===== src/rtl/fp_serial_tx_if.sv =====
// Word handshake between the float converter and fp_serial_tx.
// Carries one {S, E, F} word per in_valid && in_ready edge.
interface fp_serial_tx_if;
   logic       in_valid;
   logic       in_ready;
   logic       S;
   logic [2:0] E;
   logic [4:0] F;

   modport master (
      output in_valid, S, E, F,
      input  in_ready
   );

   modport slave (
      input  in_valid, S, E, F,
      output in_ready
   );
endinterface


===== src/rtl/fp_serial_tx.sv =====
// FIFO-buffered UART-style transmitter for 8-bit floats {S,E,F}, LSB first.
// Define FP_TX_PARITY_EN to append an even parity bit to each frame.
module fp_serial_tx #(
   parameter  int CLKS_PER_BIT = 4,
   parameter  int FIFO_DEPTH   = 4,
   localparam int PW           = $clog2(FIFO_DEPTH),
   localparam int CW           = PW + 1
) (
   input  logic           clk,
   input  logic           rst_n,
   fp_serial_tx_if.slave  in_if,
   output logic           tx,
   output logic           busy,
   output logic [CW-1:0]  fifo_count
);

`ifdef FP_TX_PARITY_EN
   typedef enum logic [2:0] {IDLE, START, DATA, PARITY, STOP} state_e;
`else
   typedef enum logic [2:0] {IDLE, START, DATA, STOP} state_e;
`endif

   logic [7:0]    mem_q [FIFO_DEPTH];
   logic [PW-1:0] wr_ptr_q, wr_ptr_d;
   logic [PW-1:0] rd_ptr_q, rd_ptr_d;
   logic [CW-1:0] count_q, count_d;
   state_e        state_q, state_d;
   logic [7:0]    cell_q, cell_d;
   logic [2:0]    bit_q, bit_d;
   logic [7:0]    shift_q, shift_d;
   logic          tx_q, tx_d;
`ifdef FP_TX_PARITY_EN
   logic          par_q, par_d;
`endif

   logic          push;
   logic          pop;
   logic          fifo_empty;
   logic          cell_end;
   logic [7:0]    head;

   assign in_if.in_ready = (count_q != CW'(FIFO_DEPTH));
   assign push       = in_if.in_valid && in_if.in_ready;
   assign fifo_empty = (count_q == '0);
   assign head       = mem_q[rd_ptr_q];
   assign cell_end   = (cell_q == 8'(CLKS_PER_BIT - 1));

   assign tx         = tx_q;
   assign busy       = (state_q != IDLE) || !fifo_empty;
   assign fifo_count = count_q;

   // Pointers wrap naturally because the depth is a power of two.
   always_comb begin
      wr_ptr_d = wr_ptr_q;
      rd_ptr_d = rd_ptr_q;
      count_d  = count_q;
      if (push) wr_ptr_d = wr_ptr_q + PW'(1);
      if (pop)  rd_ptr_d = rd_ptr_q + PW'(1);
      case ({push, pop})
         2'b10:   count_d = count_q + CW'(1);
         2'b01:   count_d = count_q - CW'(1);
         default: count_d = count_q;
      endcase
   end

   always_comb begin
      state_d = state_q;
      cell_d  = cell_q;
      bit_d   = bit_q;
      shift_d = shift_q;
      tx_d    = tx_q;
      pop     = 1'b0;
`ifdef FP_TX_PARITY_EN
      par_d   = par_q;
`endif
      case (state_q)
         IDLE: begin
            tx_d = 1'b1;
            if (!fifo_empty) begin
               pop     = 1'b1;
               shift_d = head;
`ifdef FP_TX_PARITY_EN
               par_d   = ^head;
`endif
               tx_d    = 1'b0;
               cell_d  = '0;
               state_d = START;
            end
         end
         START: begin
            if (cell_end) begin
               cell_d  = '0;
               bit_d   = '0;
               tx_d    = shift_q[0];
               state_d = DATA;
            end else begin
               cell_d = cell_q + 8'd1;
            end
         end
         DATA: begin
            if (cell_end) begin
               cell_d = '0;
               if (bit_q == 3'd7) begin
`ifdef FP_TX_PARITY_EN
                  tx_d    = par_q;
                  state_d = PARITY;
`else
                  tx_d    = 1'b1;
                  state_d = STOP;
`endif
               end else begin
                  bit_d   = bit_q + 3'd1;
                  shift_d = {1'b0, shift_q[7:1]};
                  tx_d    = shift_q[1];
               end
            end else begin
               cell_d = cell_q + 8'd1;
            end
         end
`ifdef FP_TX_PARITY_EN
         PARITY: begin
            if (cell_end) begin
               cell_d  = '0;
               tx_d    = 1'b1;
               state_d = STOP;
            end else begin
               cell_d = cell_q + 8'd1;
            end
         end
`endif
         STOP: begin
            if (cell_end) begin
               cell_d = '0;
               // Chain straight into the next start bit when data waits.
               if (!fifo_empty) begin
                  pop     = 1'b1;
                  shift_d = head;
`ifdef FP_TX_PARITY_EN
                  par_d   = ^head;
`endif
                  tx_d    = 1'b0;
                  state_d = START;
               end else begin
                  state_d = IDLE;
               end
            end else begin
               cell_d = cell_q + 8'd1;
            end
         end
         default: begin
            tx_d    = 1'b1;
            state_d = IDLE;
         end
      endcase
   end

   always_ff @(posedge clk or negedge rst_n) begin
      if (!rst_n) begin
         for (int i = 0; i < FIFO_DEPTH; i++) mem_q[i] <= '0;
      end else if (push) begin
         mem_q[wr_ptr_q] <= {in_if.S, in_if.E, in_if.F};
      end
   end

   always_ff @(posedge clk or negedge rst_n) begin
      if (!rst_n) begin
         wr_ptr_q <= '0;
         rd_ptr_q <= '0;
         count_q  <= '0;
         state_q  <= IDLE;
         cell_q   <= '0;
         bit_q    <= '0;
         shift_q  <= '0;
         tx_q     <= 1'b1;
`ifdef FP_TX_PARITY_EN
         par_q    <= 1'b0;
`endif
      end else begin
         wr_ptr_q <= wr_ptr_d;
         rd_ptr_q <= rd_ptr_d;
         count_q  <= count_d;
         state_q  <= state_d;
         cell_q   <= cell_d;
         bit_q    <= bit_d;
         shift_q  <= shift_d;
         tx_q     <= tx_d;
`ifdef FP_TX_PARITY_EN
         par_q    <= par_d;
`endif
      end
   end

endmodule

===== src/flat_wrapper.sv =====
// flat-port wrapper written by rule: the top's interface ports become plain ports
module fp_serial_tx_flat 
#(
   parameter  int CLKS_PER_BIT = 4,
   parameter  int FIFO_DEPTH   = 4,
   localparam int PW           = $clog2(FIFO_DEPTH),
   localparam int CW           = PW + 1
)
  (clk, rst_n, tx, busy, fifo_count, in_if_in_valid, in_if_S, in_if_E, in_if_F, in_if_in_ready);
  fp_serial_tx_if in_if_i ();
  input  logic clk;
  input  logic rst_n;
  output logic tx;
  output logic busy;
  output logic [CW-1:0] fifo_count;
  input wire logic [$bits(in_if_i.in_valid)-1:0] in_if_in_valid;
  input wire logic [$bits(in_if_i.S)-1:0] in_if_S;
  input wire logic [$bits(in_if_i.E)-1:0] in_if_E;
  input wire logic [$bits(in_if_i.F)-1:0] in_if_F;
  output wire logic [$bits(in_if_i.in_ready)-1:0] in_if_in_ready;
  assign in_if_i.in_valid = in_if_in_valid;
  assign in_if_i.S = in_if_S;
  assign in_if_i.E = in_if_E;
  assign in_if_i.F = in_if_F;
  assign in_if_in_ready = in_if_i.in_ready;
  fp_serial_tx #(.CLKS_PER_BIT(CLKS_PER_BIT), .FIFO_DEPTH(FIFO_DEPTH)) u_core (.clk(clk), .rst_n(rst_n), .in_if(in_if_i), .tx(tx), .busy(busy), .fifo_count(fifo_count));
endmodule

===== config.mk =====
export PLATFORM = sky130hd
export DESIGN_NAME = fp_serial_tx_flat
export DESIGN_NICKNAME = d
export VERILOG_FILES = /design/src/rtl/fp_serial_tx_if.sv /design/src/rtl/fp_serial_tx.sv /design/src/flat_wrapper.sv
export SDC_FILE = /design/constraint.sdc
export NUM_CORES = 1
export LEC_CHECK = 0
export ABC_AREA = 1
export CAP_MARGIN = 20
export CORE_UTILIZATION = 41
export CTS_CLUSTER_DIAMETER = 80
export DETAILED_ROUTE_END_ITERATION = 8
export GPL_ROUTABILITY_DRIVEN = 0
export PLACE_DENSITY_LB_ADDON = 0.08
export SETUP_SLACK_MARGIN = 0.05
export SLEW_MARGIN = 0
export SYNTH_ARGS = -nofsm -noshare
export SYNTH_HDL_FRONTEND = slang
export SYNTH_SLANG_ARGS = --single-unit

===== constraint.sdc =====
create_clock -name clk -period 2.5 [get_ports clk]
set_input_delay 0.25 -clock clk [delete_from_list [all_inputs] [get_ports clk]]
set_output_delay 0.25 -clock clk [all_outputs]
set_load 0.05 [all_outputs]

## After elaboration in Yosys (flattened, before gate mapping)

Cells that the tools add are included.

- Register bits after elaboration: 62
- Latch bits: 0
- Bits in writable memories: 0
- ROM bits: 0
- Bits of input ports: 12
- Output and inout bits: 6
- Word-level logic and storage cells: 91
- Memories kept: 0

- Add/subtract/negate cells: 6
- $mul: 0
- Div/mod/pow operators: 0
- Order comparisons: 3
- Equality and inequality tests: 15
- Shift-type cells: 0
- Multiplexer cells: 36
- Bitwise operators: 2
- Reductions and logical operators: 17

Operator list:

| kind | count |
|---|---|
| 8-bit two-way mux | 9 |
| 32-bit bitwise mux | 1 |
| 3-bit two-way mux | 8 |
| 8-bit one-hot mux with 3 select lines | 1 |
| 8-bit binary-select mux with 2-bit select | 1 |
| 8-bit demux with 2-bit select | 1 |
| 8-bit one-hot mux with 2 select lines | 1 |
| 3-bit one-hot mux with 2 select lines | 2 |
| 3-bit one-hot mux with 4 select lines | 1 |
| 4-bit AND reduction | 3 |
| 1-bit two-way mux | 9 |
| 8-bit by 1-bit adder with 8-bit output (second input constant) | 1 |
| 8-bit by 2-bit == test with 1-bit output (second input constant) | 1 |
| 2-bit by 1-bit inequality test with 1-bit output (second input constant) | 4 |
| 3-bit by 1-bit adder with 3-bit output (second input constant) | 2 |
| 3-bit by 2-bit == test with 1-bit output (second input constant) | 2 |
| 3-bit greater-or-equal comparator (second input constant) | 2 |
| 3-bit logical NOT | 2 |
| 2-bit inequality test (second input constant) | 3 |
| 2-bit NOT with 3-bit output | 2 |
| 2-bit nonzero test | 3 |
| 3-bit nonzero test | 2 |
| 5-bit AND reduction | 1 |
| 2-bit by 1-bit adder with 2-bit output (second input constant) | 2 |
| other kinds (14) | 15 |

## Logic depth before layout (Yosys ltp)

- Depth in word-level cells: 7
- Mapped depth: 13
- Gate-level depth less buffers: 13

## Worst setup path before layout

Ideal clock, no wire load.

- Path kind: reg2reg
- Start: register u_core.count_q[2] (netlist: u_core.fifo_count[2])
- End: register u_core.count_q[2] (netlist: u_core.fifo_count[2])
- Setup time: 0.131 ns
- Data arrival time: 2.156 ns
- Data required time: 2.369 ns
- Path slack: 0.213 ns
- Stages on the path, launching flop included: 13
- Buffers on the path: 0
- Clock period less this slack: 2.287 ns
- Path through: dfrtp_1 -> inv_1 -> a21oi_1 -> nand2_1 -> nand2_2 -> nand2_1 -> inv_1 -> ha_1 -> inv_1 -> fa_1 -> a21oi_1 -> o21ai_0 -> xor2_1

- Longest elaborated chain between the ends: 6
- Elaborated cells on any way between the ends: 12
- Those cells by class: add/sub (2); eq/ne (3); mux (4); reduce/logical (3)

RTL lines:

| what | line | source |
|---|---|---|
| start, declared | fp_serial_tx.sv:26 | `logic [CW-1:0] count_q, count_d;` |
| start signal, assigned | fp_serial_tx.sv:181 | `count_q <= count_d;` |
| 3-bit logical NOT (*) | fp_serial_tx.sv:44 | `assign fifo_empty = (count_q == '0);` |
| 1-bit two-way mux (*) | fp_serial_tx.sv:79, fp_serial_tx.sv:135 |  |
| 1-bit two-way mux | fp_serial_tx.sv:132 | `if (cell_end) begin` |
| 1-bit one-hot mux with 2 select lines (*) | fp_serial_tx.sv:76 | `case (state_q)` |
| net u_core.pop | fp_serial_tx.sv:37 | `logic pop;` |
| 2-bit by 1-bit == test with 1-bit output or 2-bit == test (tied branches) | fp_serial_tx.sv:59 | `case ({push, pop})` |
| 3-bit one-hot mux with 2 select lines or 2-bit nonzero test (tied branches) | - |  |

The timed path passes the listed nets; every way through them passes the cells marked *.
A chain may end at the register's enable or synchronous reset.

## Worst setup path after layout

- Start: register u_core.state_q[0]
- End: register u_core.count_q[2] (netlist: u_core.fifo_count[2])

- Longest elaborated chain between the ends: 4
- Elaborated cells on any way between the ends: 7
- Those cells by class: eq/ne (3); mux (2); reduce/logical (2)

RTL lines:

| what | line | source |
|---|---|---|
| start, declared | fp_serial_tx.sv:27 | `state_e state_q, state_d;` |
| start signal, assigned | fp_serial_tx.sv:182 | `state_q <= state_d;` |
| 3-bit by 2-bit == test with 1-bit output or 3-bit logical NOT (tied branches) | fp_serial_tx.sv:76 |  |
| 1-bit one-hot mux with 2 select lines (*) | fp_serial_tx.sv:76 |  |
| net u_core.pop | fp_serial_tx.sv:37 |  |
| 2-bit by 1-bit == test with 1-bit output or 2-bit == test (tied branches) | fp_serial_tx.sv:59 |  |
| 3-bit one-hot mux with 2 select lines or 2-bit nonzero test (tied branches) | - |  |

Marks and branches as above.

==> flow_summary.json <==
{
  "drt_wl_total_um": 6680,
  "fin_crit_ps": 2210,
  "dpl-instance-area_mm2": 0.00343,
  "rsz0062_at_grt": "false",
  "drive_above_1_share": 0.127,
  "h-tree-depth": 3,
  "synth_warnings": 0,
  "crit_buf_inv": 3,
  "portBuffers": 16,
  "area_growth_pct": 14.8,
  "drc": 0,
  "vdd_drop_max_uv": 453,
  "syn_inst": 394,
  "netlist.area_leader.share": 0.467,
  "avgSynthCellArea_um2": 8.16,
  "relSlewSlack": 0.605,
  "worstSetupPathType": "reg -> reg",
  "multi_input_area_mm2": 0.00145,
  "final.period_utilization": 0.884,
  "hold_viol_final": 0,
  "grt_usage": 0.183,
  "vias_per_cell": 4.80,
  "avgRoutedWirePerCell_um": 12.8,
  "insertion_delay_ps": 330,
  "die_h_um": 90.5,
  "fin_skew_ps": 4.70,
  "core.rowCount": 31,
  "required_ps": 2700,
  "vias": 2513,
  "synth_seq_area_share": 0.475,
  "yosys.area.top_type": "dfrtp_1",
  "yosysUniqueCellTypes": 30,
  "root_buffer": "clkbuf_8",
  "first_iter_violations": 150,
  "io_pins": 18,
  "hold_path.class": "in -> async",
  "dr.pass1.iters": 4,
  "grt_pass1_wl_um": 11900,
  "dp_hpwl_um": 4540,
  "antenna_found_initial": 0,
  "power_density_mw_per_mm2": 1380,
  "grt_max_degree": 25,
  "postLayoutCellArea_mm2": 0.00369,
  "fmax_mhz": 453,
  "die_area_mm2": 0.00820,
  "fin_setup_tns_ps": 0,
  "register_area_mm2": 0.00153,
  "cts_buffer_depth": 2,
  "syn_area_mm2": 0.00321,
  "critPathCaptureType": "register",
  "grt_overflow_total": 0,
  "ys_top_cells_by_area": "dfrtp_1, nand2_1, nand3_1",
  "crit_slowest_cell": "dfrtp_1",
  "drv_cap": 0,
  "n_antenna_cell": 0,
  "drv_slew": 0,
  "initial_utilization": 0.434,
  "clkTransAtPathRegs_ps": 70,
  "die_w_um": 90.5,
  "core-area_mm2": 0.00741,
  "grt_pass1_vias": 2498,
  "layout.nets": 444,
  "arrival_ps": 2410,
  "finalSetupViolCount": 0,
  "cp-start-kind": "register",
  "ant_nets": 0,
  "cp_slowest_stage_delay_ps": 420,
  "cp_top_family": "adder cells",
  "syn-num-nets": 419,
  "cts_tree": "done",
  "status": "complete, no violations",
  "synth-seq-cells": 61,
  "cp_cell_sequence": "inv_1, ha_1, nand2_1, nand2_2, nand2_1, inv_1, ha_1, inv_1, fa_1, a21oi_1, o21ai_0, xor2_1",
  "path_max_fanout": 6,
  "cts_inserted_buffers": 9,
  "leakage_nw": 1.88,
  "worst_slew_pin_slew_ps": 592,
  "nFillCells": 777,
  "cts_sinks": 61,
  "cp_common_cell": "inv_1"
}
==> through the flow <==
stage / cells / utilization / setup WS (ps) / hold WS [ps] / total power [W]
2_1_floorplan: 394 / - / 213 / -45.6 / 0.00362
3_3_place_gp: 503 / 0.463 / 191 / 282 / 0.00411
3_5_place_dp: 503 / 0.463 / 146 / 284 / 0.00416
4_1_cts: 520 / 0.493 / 114 / 474 / 0.00510
5_1_grt: 523 / 0.498 / 82.3 / 491 / 0.00560
6_report: 523 / 0.498 / 291 / 467 / 0.00509
==> cells by family after synthesis <==
| kind of cell | Yosys count | share of synthesized area |
|---|---|---|
| AND/OR/NAND/NOR | 211 | 0.290 |
| flip-flops | 61 | 0.475 |
| AO/OA/AOI/OAI | 53 | 0.0919 |
| buffers and inverters | 51 | 0.0767 |
| adder cells (fa/ha/maj) | 13 | 0.0529 |
| XOR/XNOR | 5 | 0.0136 |
==> Yosys cell counts (all sizes together) <==
master,count
fa,1
o31ai,1
a21oi,8
dfstp,1
and3,1
ha,12
dfrtp,60
nand3,34
nand2,156
xor2,4
or2,2
clkbuf,1
inv,42
nor2,17
nand4,1
buf,8
o21ai,43
o22ai,1
xnor2,1
==> cell type report <==
type | count | area share
clock buffers | 12 | 0.0448
clock inverters | 4 | 0.0122
inverters | 42 | 0.0441
multi-input cells | 282 | 0.394
flip-flops and latches | 61 | 0.414
well taps | 99 | 0.0336
repair buffers | 23 | 0.0576
==> state kept, by name, indices dropped and copies added (netlist names), 2 cells and up <==
register,cells
u_core.bit_q,3
u_core.cell_q,8
u_core.fifo_count,3
u_core.mem_q,32
u_core.rd_ptr_q,2
u_core.shift_q,8
u_core.state_q,2
u_core.wr_ptr_q,2
==> layer usage <==
metal,part of all wire,global-route usage,up-vias
met3,0.022,0.0354,0
met2,0.47,0.281,28
li1,-,-,1297
met1,0.51,0.251,1188
met5,0,0,-
met4,0,0.0820,0
==> worst paths after layout <==
| check | from | endpoint | slack (ps) | cells past startpoint |
|---|---|---|---|---|
| worst min-delay path | rst_n | u_core.fifo_count[0] | 470 | 2 |
| worst max-delay path | u_core.state_q[0] | u_core.fifo_count[2] | 290 | 12 |
| min in group clk | u_core.tx | u_core.tx | 470 | 2 |
| worst max register to register | u_core.state_q[0] | u_core.fifo_count[2] | 290 | 12 |
| worst min register to register | u_core.tx | u_core.tx | 470 | 2 |
| max in group asynchronous | rst_n | u_core.mem_q[12] | 1300 | 3 |
==> worst register-to-register path, cell delays in order (launching register included) <==
cell and delay (ps):
dfrtp_1 420, inv_1 100, ha_1 270, nand2_1 100, nand2_2 100, nand2_1 70, inv_1 60, ha_1 130
inv_1 60, fa_1 370, a21oi_1 150, o21ai_0 110, xor2_1 150
==> report_power, final <==
part           switching (W)  internal, W  leakage (nW)
clock network       0.000387     0.000537         0.112
logic                0.00157     0.000879          1.00
registers           0.000286      0.00143         0.759
total                0.00224      0.00285          1.88
==> cell usage in the layout (no fill, tap or decap) <==
cell type        Yosys  final
buf_2                3      1
o21ai_0             11     11
dlygate4sd3_1        0      1
o21ai_2              7      7
nor2_8               1      1
nand4_1              1      1
and3_1               1      1
clkbuf_8             0     12
dlymetal6s2s_1       0      1
inv_2                4      4
dfrtp_1             60     60
o22ai_1              1      1
ha_1                12     11
nor2_2               3      3
dfstp_2              1      1
ha_4                 0      1
fa_1                 1      1
nor2_1              12     12
xor2_1               4      4
clkdlybuf4s50_1      0     14
xnor2_1              1      1
bufinv_16            0      1
buf_4                0      6
inv_1               37     37
o21ai_1             25     25
nor2_4               1      1
nand2_4              6      6
nand3_1             34     34
a21oi_1              8      8
or2_2                2      2
nand2_1            146    146
nand2_2              4      4
clkinv_2             0      3
inv_6                1      1
o31ai_1              1      1
==> timing repair <==
action	4_1_cts	5_1_grt
gates resized for setup	0	3
endpoints found under the setup margin	0	2
hold buffers	1	0
setup buffers	0	3
endpoints found under the hold margin	22	0
Power figures use the tool's default switching activity.
